$ cat config.mk
export PLATFORM = sky130hd
export DESIGN_NAME = hc595_driver_flat
export DESIGN_NICKNAME = d
export VERILOG_FILES = /design/src/rtl/hc595_driver_if.sv /design/src/rtl/hc595_driver.sv /design/src/flat_wrapper.sv
export SDC_FILE = /design/constraint.sdc
export NUM_CORES = 1
export LEC_CHECK = 0
export ABC_AREA = 1
export CORE_AREA = 2 2 64 66
export CTS_CLUSTER_DIAMETER = 80
export CTS_CLUSTER_SIZE = 8
export DETAILED_ROUTE_END_ITERATION = 8
export DIE_AREA = 0 0 66 68
export GPL_TIMING_DRIVEN = 0
export MAX_ROUTING_LAYER = met4
export PLACE_DENSITY_LB_ADDON = 0.3
export SETUP_SLACK_MARGIN = 0.4
export SYNTH_ARGS = -nofsm -noshare
export SYNTH_HDL_FRONTEND = slang
export SYNTH_SLANG_ARGS = --single-unit
$ cat constraint.sdc
create_clock -name clk -period 2.15 [get_ports clk]
set_clock_uncertainty 0.1 [all_clocks]
set_input_delay 0.5375 -clock clk [delete_from_list [all_inputs] [get_ports clk]]
set_output_delay 0.5375 -clock clk [all_outputs]
set_load 0.005 [all_outputs]
$ cat src/rtl/hc595_driver_if.sv
// Host-side handshake for hc595_driver: byte/start/clear/enable requests and busy/done status.
interface hc595_driver_if;
  logic       start;
  logic [7:0] data;
  logic       clr;
  logic       oe;
  logic       busy;
  logic       done;

  modport master (output start, data, clr, oe, input busy, done);
  modport slave  (input start, data, clr, oe, output busy, done);
endinterface

$ cat src/rtl/hc595_driver.sv
// Serialises a host byte into a 74HC595 (si/sck), latches it with rck, and
// drives the 595 clear (sclr_n) and output enable (g_n) pins. All outputs registered.
module hc595_driver #(
  parameter int DIV       = 4,
  parameter bit MSB_FIRST = 1'b1
) (
  input  logic           clk,
  input  logic           rst,
  hc595_driver_if.slave  host,
  output logic           si,
  output logic           sck,
  output logic           rck,
  output logic           sclr_n,
  output logic           g_n
);

  typedef enum logic [2:0] {IDLE, CLEAR, SHIFT_LO, SHIFT_HI, LATCH, FINISH} state_t;

  localparam int              CNT_W    = (DIV > 1) ? $clog2(DIV) : 1;
  localparam logic [CNT_W-1:0] CNT_LAST = CNT_W'(DIV - 1);

  state_t           state;
  logic [CNT_W-1:0] cnt;
  logic [2:0]       bit_cnt;
  logic [7:0]       shreg;
  logic             phase_end;

  assign phase_end = (cnt == CNT_LAST);

  function automatic logic [7:0] shift_next(input logic [7:0] v);
    return MSB_FIRST ? {v[6:0], 1'b0} : {1'b0, v[7:1]};
  endfunction

  function automatic logic out_bit(input logic [7:0] v);
    return MSB_FIRST ? v[7] : v[0];
  endfunction

  // Output enable is a plain one-cycle registered inversion, outside the FSM.
  always_ff @(posedge clk) begin
    if (rst) g_n <= 1'b1;
    else     g_n <= ~host.oe;
  end

  // shreg is pure datapath and is only meaningful after a capture, so it has no reset.
  always_ff @(posedge clk) begin
    if (rst) begin
      state     <= IDLE;
      cnt       <= '0;
      bit_cnt   <= '0;
      host.busy <= 1'b0;
      host.done <= 1'b0;
      si        <= 1'b0;
      sck       <= 1'b0;
      rck       <= 1'b0;
      sclr_n    <= 1'b0;
    end else begin
      host.done <= 1'b0;
      sclr_n    <= 1'b1;
      case (state)
        IDLE, FINISH: begin
          rck <= 1'b0;
          cnt <= '0;
          if (host.clr) begin
            state     <= CLEAR;
            host.busy <= 1'b1;
            sclr_n    <= 1'b0;
            sck       <= 1'b0;
            si        <= 1'b0;
          end else if (host.start) begin
            state     <= SHIFT_LO;
            host.busy <= 1'b1;
            shreg     <= host.data;
            bit_cnt   <= '0;
            sck       <= 1'b0;
            si        <= out_bit(host.data);
          end else begin
            state <= IDLE;
          end
        end
        CLEAR: begin
          if (phase_end) begin
            state <= LATCH;
            cnt   <= '0;
            rck   <= 1'b1;
          end else begin
            cnt    <= cnt + CNT_W'(1);
            sclr_n <= 1'b0;
          end
        end
        SHIFT_LO: begin
          if (phase_end) begin
            state <= SHIFT_HI;
            cnt   <= '0;
            sck   <= 1'b1;
          end else begin
            cnt <= cnt + CNT_W'(1);
          end
        end
        SHIFT_HI: begin
          if (phase_end) begin
            cnt     <= '0;
            sck     <= 1'b0;
            bit_cnt <= bit_cnt + 3'd1;
            if (bit_cnt == 3'd7) begin
              state <= LATCH;
              rck   <= 1'b1;
              si    <= 1'b0;
            end else begin
              state <= SHIFT_LO;
              shreg <= shift_next(shreg);
              si    <= out_bit(shift_next(shreg));
            end
          end else begin
            cnt <= cnt + CNT_W'(1);
          end
        end
        LATCH: begin
          if (phase_end) begin
            state     <= FINISH;
            cnt       <= '0;
            rck       <= 1'b0;
            host.busy <= 1'b0;
            host.done <= 1'b1;
          end else begin
            cnt <= cnt + CNT_W'(1);
          end
        end
        default: state <= IDLE;
      endcase
    end
  end

endmodule

$ cat src/flat_wrapper.sv
// flat-port wrapper written by rule: the top's interface ports become plain ports
module hc595_driver_flat 
#(
  parameter int DIV       = 4,
  parameter bit MSB_FIRST = 1'b1
)
  (clk, rst, si, sck, rck, sclr_n, g_n, host_start, host_data, host_clr, host_oe, host_busy, host_done);
  hc595_driver_if host_i ();
  input  logic clk;
  input  logic rst;
  output logic si;
  output logic sck;
  output logic rck;
  output logic sclr_n;
  output logic g_n;
  input wire logic [$bits(host_i.start)-1:0] host_start;
  input wire logic [$bits(host_i.data)-1:0] host_data;
  input wire logic [$bits(host_i.clr)-1:0] host_clr;
  input wire logic [$bits(host_i.oe)-1:0] host_oe;
  output wire logic [$bits(host_i.busy)-1:0] host_busy;
  output wire logic [$bits(host_i.done)-1:0] host_done;
  assign host_i.start = host_start;
  assign host_i.data = host_data;
  assign host_i.clr = host_clr;
  assign host_i.oe = host_oe;
  assign host_busy = host_i.busy;
  assign host_done = host_i.done;
  hc595_driver #(.DIV(DIV), .MSB_FIRST(MSB_FIRST)) u_core (.clk(clk), .rst(rst), .host(host_i), .si(si), .sck(sck), .rck(rck), .sclr_n(sclr_n), .g_n(g_n));
endmodule
==> results of run 1 <==
==> cells by family after synthesis <==
logic type | count (synthesis)
and+or+nand+nor | 88
buffers and inverters | 22
DFF | 22
AOI/OAI and AO/OA | 17
adders and majority gates | 3
==> what timing repair did <==
action	in CTS	in global routing
setup endpoints to repair	7	13
buffers inserted	3	3
gates resized for setup	8	10
pin swaps	4	2
==> layout make-up <==
cell class / count / area, um2
Clock buffer: 4 / 45.0
Buffer: 1 / 5.00
Inverter: 21 / 83.8
Tap cell: 50 / 62.6
Timing Repair Buffer: 25 / 253
Fill cell: 423 / 2370
Sequential cell: 22 / 518
Multi-Input combinational cell: 108 / 520
==> power by group through the flow <==
stage | combinational (W) | clock, W | sequential (W)
2_1_floorplan | 0.000621 | 0 | 0.000690
3_3_place_gp | 0.000851 | 0 | 0.000700
3_5_place_dp | 0.000854 | 0 | 0.000709
4_1_cts | 0.000924 | 0.000279 | 0.000704
5_1_grt | 0.00114 | 0.000296 | 0.000724
6_report | 0.000993 | 0.000272 | 0.000709
==> sequential cells by signal, summed over array words and instances, names as in the netlist <==
signal and flops:
u_core.host.busy 1, u_core.shreg 7, u_core.host.done 1, u_core.cnt 2
u_core.sck 1, u_core.state 3, u_core.bit_cnt 3, u_core.g_n 1
u_core.sclr_n 1, u_core.rck 1, u_core.si 1
==> final timing paths <==
path                          endpoint                          start  slack, ns  cells after the start
min reg2reg    u_core.rck$_SDFFE_PP0P_        u_core.rck$_SDFFE_PP0P_       0.34                      2
min            u_core.rck$_SDFFE_PP0P_        u_core.rck$_SDFFE_PP0P_       0.34                      2
max reg2reg  u_core.shreg[1]$_DFFE_PP_   u_core.state[0]$_SDFFE_PP0P_       0.48                      7
max                          host_busy  u_core.host.busy$_SDFFE_PP0P_       0.43                      1
==> cells in the final DEF, fill, tap and decap left out, types with 2 or more instances in the layout <==
| master | instances |
|---|---|
| nor2_1 | 19 |
| clkdlybuf4s50_1 | 12 |
| dfxtp_1 | 9 |
| dfxtp_2 | 6 |
| buf_4 | 5 |
| o21ai_0 | 4 |
| nand3_1 | 6 |
| clkbuf_8 | 3 |
| inv_1 | 18 |
| edfxtp_1 | 7 |
| inv_2 | 2 |
| nand2_1 | 52 |
| dlymetal6s2s_1 | 6 |
| a21oi_1 | 10 |
| nand2_2 | 2 |
| ha_1 | 3 |
| nor2_2 | 2 |
==> metrics by stage <==
step                TNS, ns  cells  hold WS, ns  power (W)  worst slack (ns)
floorplan                 0    152        0.337    0.00131             0.488
global placement      -1.16    221        0.329    0.00155            -0.166
detailed placement    -1.13    221        0.338    0.00156            -0.161
CTS                       0    228        0.351    0.00191             0.403
global route              0    231        0.365    0.00216             0.403
finish                    0    231        0.342    0.00197             0.433
==> per-layer routing <==
metal	up-vias	part of all wire [%]	GRT usage (%)	wire, um
met5	-	0	-	0
met2	18	46	18.4	1070
li1	536	-	-	-
met3	5	3.6	2.63	84
met4	0	2.0	6.12	46
met1	424	48	15.5	1130
==> key figures, run 1 <==
Status
  • Outcome: finished clean

Detailed routing
  • Pre-antenna DRT Iters: 4
  • Final wirelength: 2330 um
  • Average wire per standard cell: 10.1 um
  • DR vias: 983
  • Detailed Route Iter0 Violations: 34
  • Via/cell ratio: 4.26
  • Final antenna-violating net count: 0
  • DRC viols: 0

Synthesis
  • Post-Synth Adder-Cell Area: 3.40%
  • Synth Area in Compound Gates: 9.07%
  • Largest family of logic cells by synthesized area: simple AND/OR/NAND/NOR gates
  • Synth Warn #: 0
  • Register area share after synthesis: 46.3%
  • Area of the mapped netlist: 1100 um2
  • Mean Syn Cell Area: 7.26 um2
  • Synth Instances: 152
  • Area leader, netlist: dfxtp_1
  • Distinct cells, synth: 23
  • Post-synth top cells: nand2_1 (52), nor2_1 (20), inv_1 (18)
  • Post-synth top area share: 27.2%
  • Mapped Nets: 168
  • Post-synthesis mux area share: 0%
  • EDFF count, synth: 7
  • Top FF cell, synth: dfxtp_1
  • Top-count cell post-synth: nand2_1
  • Synth Area in Simple Gates: 33.7%
  • Top post-synthesis cells by area: dfxtp_1 (27%), edfxtp_1 (19%), nand2_1 (18%), nor2_1 (6.8%), inv_1 (6.1%)
  • Flops & latches, synth: 22
  • Async SR Flop Fraction: 0%
  • Synth Area in XOR/XNOR: 0%

Global route
  • Vias in the first global route: 894
  • GRT Residual Overflow: 0
  • Largest net degree at the start of global routing: 13
  • First-pass GRT wire length: 3960 um
  • Initial antenna violation count: 0
  • All-Layer GR Usage: 12.2%

Power
  • Leakage power total: 0.749 nW
  • P_int: 0.00119 W
  • Logic pwr share: 50.3%
  • Power share of the clock group: 13.8%
  • Cell Pwr Density: 1330 nW/um2
  • Sequential Power Share: 35.9%
  • Net Sw Power: 0.000781 W
  • VDD IR-drop max: 0.309 mV
  • Switching portion of total power: 39.6%

Finish
  • Layout Nets: 198
  • ANT cells: 0
  • Fin util: 38.6%
  • Post-layout instance area: 1490 um2
  • Fraction of layout cells with a size suffix above 1: 15.5%
  • Layout area overhead: 34.8%

Floorplanning
  • Die Height: 68 um
  • I/O pin total: 20
  • Site Rows: 23
  • Die W: 66 um
  • Core area: 3860 um2
  • Die area: 4490 um2
  • Starting Density: 28.6%

Critical path
  • Critical Path, Cell by Cell: clkdlybuf4s50_1
  • Critical path launch point type: flip-flop
  • Top Family by Delay on Critical Path: buffers and inverters
  • Worst path max stage delay: 0.49 ns
  • Crit path DAT: 1.08 ns
  • WP buf/inv: 1
  • Crit Path Class: flip-flop to output port
  • Crit-path max FO: 2
  • Critical-path top delay cell: clkdlybuf4s50_1
  • Critical Path End Type: output port
  • WP data required: 1.51 ns

Clocking
  • Clock latency on the worst-skew pair: 0.27 ns
  • Clock sinks: 22
  • CTS buffer count: 3
  • Clock transition at path regs: 0.08 ns
  • Clock buffer depth: 2
  • CTS tree: built
  • Root buf cell: clkbuf_8
  • H-tree depth: 1
  • Hold buffer count at cts: 0

STA
  • Relative slew slack: 70.6%
  • Min cycle time layout: 1.72 ns
  • # setup viols final: 0
  • Fmax: 582 MHz
  • RSZ-0062 raised after global routing: false
  • Max Slew Vio Count: 0
  • Final Hold Vio Count: 0
  • Slew @ Worst Pin: 0.437 ns
  • Final Cycle Share: 79.9%

Run
  • Max Cap Viol: 0

Placed design
  • Routability cong.: 0.817
  • Port Buffers: 19
  • Area of placed instances: 1360 um2
  • DP Wirelength: 1670 um

Min path
  • Worst hold path class: flip-flop to flip-flop
No activity file was read; power rests on OpenSTA's default activity.
==> run 2, diff against run 1 <==
clock period = 1.6 ns   (was 2.15 ns; I/O delays follow)
==> run 2 against run 1 <==
Net effect:
- flip-flop and latch count unchanged
- non-clock buffer count rose by 8
- critical path depth up 5
- clock power is 30% higher
- final area increased by 18%
- combinational power up 87%
==> key figures, run 2 (synthesized netlist as in run 1, its figures left out) <==
Status
  • Outcome: finished clean (unchanged)

Placed design
  • Area of placed instances: 1390 um2 (was 1360 um2)
  • Port Buffers: 19 (unchanged)
  • DP Wirelength: 1670 um (about the same)
  • Place WS: -0.494 ns (was -0.161 ns)
  • Routability cong.: 0.882 (was 0.817)

Critical path
  • Crit-path max FO: 7 (was 2)
  • Worst R2R Setup Slack: 0.08 ns (was 0.48 ns)
  • Critical Path End Type: flip-flop (was output port)
  • Crit Path Class: flip-flop to flip-flop (was flip-flop to output port)
  • WP data required: 1.46 ns (was 1.51 ns)
  • Critical path launch point type: flip-flop (unchanged)
  • RR Endpoint: u_core.shreg[2]$_DFFE_PP_ (was u_core.shreg[1]$_DFFE_PP_)
  • FF-to-FF path depth: 6 (was 7)
  • Crit path DAT: 1.38 ns (was 1.08 ns)
  • Worst r2r src: u_core.state[0]$_SDFFE_PP0P_ (unchanged)

Clocking
  • CTS tree: built (unchanged)
  • Clock buffer depth: 2 (unchanged)
  • Clock latency on the worst-skew pair: 0.26 ns (was 0.27 ns)
  • Clock transition at path regs: 0.08 ns (about the same)
  • Clock sinks: 22 (unchanged)
  • H-tree depth: 1 (unchanged)
  • Root buf cell: clkbuf_8 (unchanged)
  • CTS buffer count: 3 (unchanged)

Global route
  • Largest net degree at the start of global routing: 13 (unchanged)
  • All-Layer GR Usage: 13.9% (was 12.2%)
  • Initial antenna violation count: 0 (unchanged)
  • First-pass GRT wire length: 4530 um (was 3960 um)
  • GRT Residual Overflow: 0 (unchanged)
  • Vias in the first global route: 979 (was 894)

Min path
  • Worst Hold Path Cells: 2 (unchanged)
  • Hold EP: u_core.host.busy$_SDFFE_PP0P_ (was u_core.rck$_SDFFE_PP0P_)
  • Startpoint of the worst hold path: u_core.host.busy$_SDFFE_PP0P_ (was u_core.rck$_SDFFE_PP0P_)
  • Worst hold path class: flip-flop to flip-flop (unchanged)

Finish
  • Layout area overhead: 58.5% (was 34.8%)
  • Biggest regs: u_core.shreg: 7 flops, u_core.bit_cnt: 3 flops, u_core.state: 3 flops (unchanged)
  • Layout Nets: 206 (was 198)
  • Commonest non-fill, non-tap cell in the layout: nand2_1 (unchanged)
  • Max reg flops: 7 (unchanged)
  • Post-layout instance area: 1750 um2 (was 1490 um2)
  • Fill cell count: 392 (was 423)
  • Fraction of layout cells with a size suffix above 1: 43.4% (was 15.5%)
  • Top reg by flops: u_core.shreg (unchanged)
  • ANT cells: 0 (unchanged)
  • Highest-count cells in the layout ignoring fill and taps: nand2_1 (32), nor2_1 (17), inv_1 (14) (was nand2_1 (52), nor2_1 (19), inv_1 (18))

Detailed routing
  • Pre-antenna DRT Iters: 4 (unchanged)
  • Average wire per standard cell: 11.5 um (was 10.1 um)
  • Detailed Route Iter0 Violations: 68 (was 34)
  • DRC viols: 0 (unchanged)
  • Final wirelength: 2760 um (was 2330 um)
  • Final antenna-violating net count: 0 (unchanged)
  • DR vias: 1,056 (was 983)
  • Via/cell ratio: 4.42 (was 4.26)

STA
  • Final Cycle Share: 95.3%
  • RSZ-0062 raised after global routing: true (was false)
  • Max Slew Vio Count: 0 (unchanged)
  • Final Hold Vio Count: 0 (unchanged)
  • Relative slew slack: 76.3% (was 70.6%)
  • Slew @ Worst Pin: 0.356 ns (was 0.437 ns)
  • Final Worst Setup Slack: 0.0758 ns (was 0.433 ns)
  • Min cycle time layout: 1.52 ns
  • # setup viols final: 0 (unchanged)
  • Fmax: 656 MHz

Floorplanning
  • Die W: 66 um (unchanged)
  • Starting Density: 28.6% (unchanged)
  • Site Rows: 23 (unchanged)
  • Die area: 4490 um2 (unchanged)
  • Core area: 3860 um2 (unchanged)
  • I/O pin total: 20 (unchanged)
  • Die Height: 68 um (unchanged)

Power
  • VDD IR-drop max: 0.738 mV (was 0.309 mV)
  • Leakage power total: 0.773 nW (was 0.749 nW)
  • Cell Pwr Density: 1840 nW/um2 (was 1330 nW/um2)

Run
  • Max Cap Viol: 0 (unchanged)
[run 2: final cells by class]
class	count	area, um2	area share [%]
multi-input combinational	108	701	40.1
tap	50	62.6	3.58
sequential	22	531	30.3
clock buffer	4	45.0	2.58
timing repair buffer	33	307	17.5
inverter	21	88.8	5.08
buffer	1	15.0	0.858
[run 2: how the worst max path moves through the flow]
stage                                      start                            end  depth (start not counted)
floorplan           u_core.state[0]$_SDFFE_PP0P_  u_core.shreg[0]$_SDFFCE_PN0P_                          6
global placement                             rst  u_core.shreg[0]$_SDFFCE_PN0P_                          4
detailed placement                           rst      u_core.shreg[1]$_DFFE_PP_                          4
CTS                 u_core.state[0]$_SDFFE_PP0P_      u_core.shreg[1]$_DFFE_PP_                          6
global route        u_core.state[0]$_SDFFE_PP0P_      u_core.shreg[2]$_DFFE_PP_                          6
finish              u_core.state[0]$_SDFFE_PP0P_      u_core.shreg[2]$_DFFE_PP_                          6
[run 2: timing repair]
item | 4_1_cts | 5_1_grt
gates cloned | 0 | 0
buffers inserted | 14 | 0
resized for setup | 76 | 27
hold buffers | 0 | 0
endpoints found under the setup margin | 34 | 32
hold endpoints to repair | 0 | 0
pin swaps | 12 | 4
[run 2: stage by stage]
step	utilization, %	total power [W]	hold WS, ns	setup TNS, ns	instances
3_5_place_dp	35.9	0.00217	0.342	-5.26	221
2_1_floorplan	-	0.00183	0.337	0	152
5_1_grt	45.4	0.00347	0.365	0	239
3_3_place_gp	35.9	0.00217	0.334	-5.51	221
4_1_cts	42.9	0.00302	0.346	0	239
6_report	45.4	0.00322	0.340	0	239
[run 2: worst max-delay path, cell delays in order (launching register included)]
cell	delay, ns
dfxtp_4	0.40
nand2_4	0.07
nor2_4	0.12
inv_4	0.06
a21oi_4	0.16
nand2_2	0.10
nor2_4	0.21
[run 2: power by group]
group / internal, W / switching, W / total, W
registers: 0.000838 / 0.000169 / 0.00101
clock network: 0.000178 / 0.000177 / 0.000354
logic: 0.000855 / 0.00100 / 0.00186
[run 2: routing by layer]
layer | routed length [um] | global-route usage (%)
met4 | 21 | 3.57
met5 | 0 | -
met3 | 106 | 3.95
met2 | 1370 | 22.7
met1 | 1260 | 17.2
==> run 3, diff against run 2 <==
MAX_ROUTING_LAYER = default   (was met4)
==> run 3 against run 2 <==
Net effect:
- routed wire length is 0.36% higher
- fmax hardly changed
- setup slack better by 0.0011 ns
- first-iteration DRC count is 31% lower
- combinational power hardly changed
==> key figures, run 3 (synthesized netlist as in run 1, its figures left out) <==
Detailed routing
  • Detailed Route Iter0 Violations: 47 (was 68)
  • Final antenna-violating net count: 0 (unchanged)
  • DR vias: 1,069 (was 1,056)
  • DRC viols: 0 (unchanged)
  • Final wirelength: 2770 um (was 2760 um)
  • Pre-antenna DRT Iters: 4 (unchanged)
  • Average wire per standard cell: 11.6 um (was 11.5 um)
  • Via/cell ratio: 4.47 (was 4.42)

Floorplanning
  • Die area: 4490 um2 (unchanged)
  • Die Height: 68 um (unchanged)
  • Die W: 66 um (unchanged)
  • Site Rows: 23 (unchanged)
  • Core area: 3860 um2 (unchanged)
  • Starting Density: 28.6% (unchanged)
  • I/O pin total: 20 (unchanged)

Placed design
  • DP Wirelength: 1670 um (unchanged)
  • Port Buffers: 19 (unchanged)
  • Place WS: -0.494 ns (unchanged)
  • Routability cong.: 0.868 (was 0.882)

Finish
  • Layout area overhead: 58.5% (unchanged)
  • ANT cells: 0 (unchanged)
  • Biggest regs: u_core.shreg: 7 flops, u_core.bit_cnt: 3 flops, u_core.state: 3 flops (unchanged)
  • Commonest non-fill, non-tap cell in the layout: nand2_1 (unchanged)
  • Layout Nets: 206 (unchanged)
  • Fraction of layout cells with a size suffix above 1: 43.4% (unchanged)
  • Fin util: 45.4% (unchanged)
  • Highest-count cells in the layout ignoring fill and taps: nand2_1 (32), nor2_1 (17), inv_1 (14) (unchanged)
  • Top reg by flops: u_core.shreg (unchanged)
  • Max reg flops: 7 (unchanged)

Global route
  • GRT Residual Overflow: 0 (unchanged)
  • Initial antenna violation count: 0 (unchanged)
  • Largest net degree at the start of global routing: 13 (unchanged)
  • All-Layer GR Usage: 13.6% (was 13.9%)
  • First-pass GRT wire length: 4540 um (was 4530 um)
  • Vias in the first global route: 978 (was 979)

STA
  • # setup viols final: 0 (unchanged)
  • Fmax: 657 MHz (was 656 MHz)
  • Max Slew Vio Count: 0 (unchanged)
  • Final Cycle Share: 95.2% (was 95.3%)
  • Final Worst Setup Slack: 0.0768 ns (was 0.0758 ns)
  • Slew @ Worst Pin: 0.350 ns (was 0.356 ns)
  • Relative slew slack: 76.7% (was 76.3%)
  • Final Hold Vio Count: 0 (unchanged)
  • RSZ-0062 raised after global routing: true (unchanged)
  • Min cycle time layout: 1.52 ns (about the same)

Critical path
  • Critical Path, Cell by Cell: nand2_4 -> nor2_4 -> inv_4 -> a21oi_4 -> nand2_2 -> nor2_4 (unchanged)
  • Critical Path End Type: flip-flop (unchanged)
  • Crit Path Class: flip-flop to flip-flop (unchanged)
  • Crit path DAT: 1.38 ns (about the same)
  • Most common cell on crit path: nor2_4 (unchanged)
  • RR Endpoint: u_core.shreg[2]$_DFFE_PP_ (unchanged)
  • Worst R2R Setup Slack: 0.08 ns (about the same)
  • FF-to-FF path depth: 6 (unchanged)
  • Crit-path max FO: 7 (unchanged)
  • WP data required: 1.46 ns (about the same)
  • Critical path launch point type: flip-flop (unchanged)
  • Worst path max stage delay: 0.40 ns (about the same)
  • Critical-path top delay cell: dfxtp_4 (unchanged)
  • Worst r2r src: u_core.state[0]$_SDFFE_PP0P_ (unchanged)

Clocking
  • H-tree depth: 1 (unchanged)
  • Clock transition at path regs: 0.08 ns (about the same)
  • Clock sinks: 22 (unchanged)
  • Hold buffer count at cts: 0 (unchanged)
  • CTS buffer count: 3 (unchanged)
  • Root buf cell: clkbuf_8 (unchanged)
  • Clock buffer depth: 2 (unchanged)
  • Clock latency on the worst-skew pair: 0.26 ns (about the same)
  • CTS tree: built (unchanged)

Status
  • Outcome: finished clean (unchanged)

Power
  • Cell Pwr Density: 1840 nW/um2 (about the same)
  • Leakage power total: 0.773 nW (unchanged)
  • VDD IR-drop max: 0.738 mV (about the same)

Min path
  • Worst Hold Path Cells: 2 (unchanged)
  • Startpoint of the worst hold path: u_core.host.busy$_SDFFE_PP0P_ (unchanged)
  • Worst hold path class: flip-flop to flip-flop (unchanged)
  • Hold EP: u_core.host.busy$_SDFFE_PP0P_ (unchanged)

Run
  • Max Cap Viol: 0 (unchanged)
==> run 3: timing repair <==
item	in CTS	in global routing
setup buffers	14	0
endpoints found under the setup margin	34	32
gates resized for setup	76	27
pin swaps	12	4
==> run 3: stage by stage <==
step	instances	hold slack, ns	area, um2	power [W]	TNS, ns
2_1_floorplan	152	0.337	1130	0.00183	0
3_3_place_gp	221	0.334	1390	0.00217	-5.51
3_5_place_dp	221	0.342	1390	0.00217	-5.26
4_1_cts	239	0.346	1650	0.00302	0
5_1_grt	239	0.365	1750	0.00347	0
6_report	239	0.341	1750	0.00322	0
==> run 3: per-layer routing <==
metal / track usage [%] / part of all wire, % / up-vias / wire [um]
li1: - / - / 555 / -
met2: 22.7 / 50 / 18 / 1390
met1: 17.2 / 45 / 494 / 1260
met3: 3.95 / 3.4 / 2 / 94
met5: 0 / 0 / - / 0
met4: 3.57 / 0.79 / 0 / 22
==> run 3: critical path, delay by kind of cell, from the launching register on <==
family                 cells  cell delay [ns]
buffers and inverters      1             0.06
DFF                        1             0.40
and+or+nand+nor            4             0.50
AOI/OAI and AO/OA          1             0.16
==> run 3: area by class of cell <==
class	count	area (um2)
well taps	50	62.6
clock buffers	4	45.0
flip-flops and latches	22	531
fillers	392	2110
plain buffers	1	15.0
inverters	21	88.8
multi-input cells	108	701
repair buffers	33	307
==> run 3: power breakdown <==
group / switching [W] / internal, W
sequential: 0.000170 / 0.000838
combinational: 0.00100 / 0.000855
clock: 0.000176 / 0.000178
==> run 3: how the worst max path moves through the flow <==
stage | from | endpoint | slack, ns
after floorplan | u_core.state[0]$_SDFFE_PP0P_ | u_core.shreg[0]$_SDFFCE_PN0P_ | 0.07
after global placement | rst | u_core.shreg[0]$_SDFFCE_PN0P_ | -0.51
after detailed placement | rst | u_core.shreg[1]$_DFFE_PP_ | -0.49
after CTS | u_core.state[0]$_SDFFE_PP0P_ | u_core.shreg[1]$_DFFE_PP_ | 0.08
after global routing | u_core.state[0]$_SDFFE_PP0P_ | u_core.shreg[2]$_DFFE_PP_ | 0.03
final | u_core.state[0]$_SDFFE_PP0P_ | u_core.shreg[2]$_DFFE_PP_ | 0.08
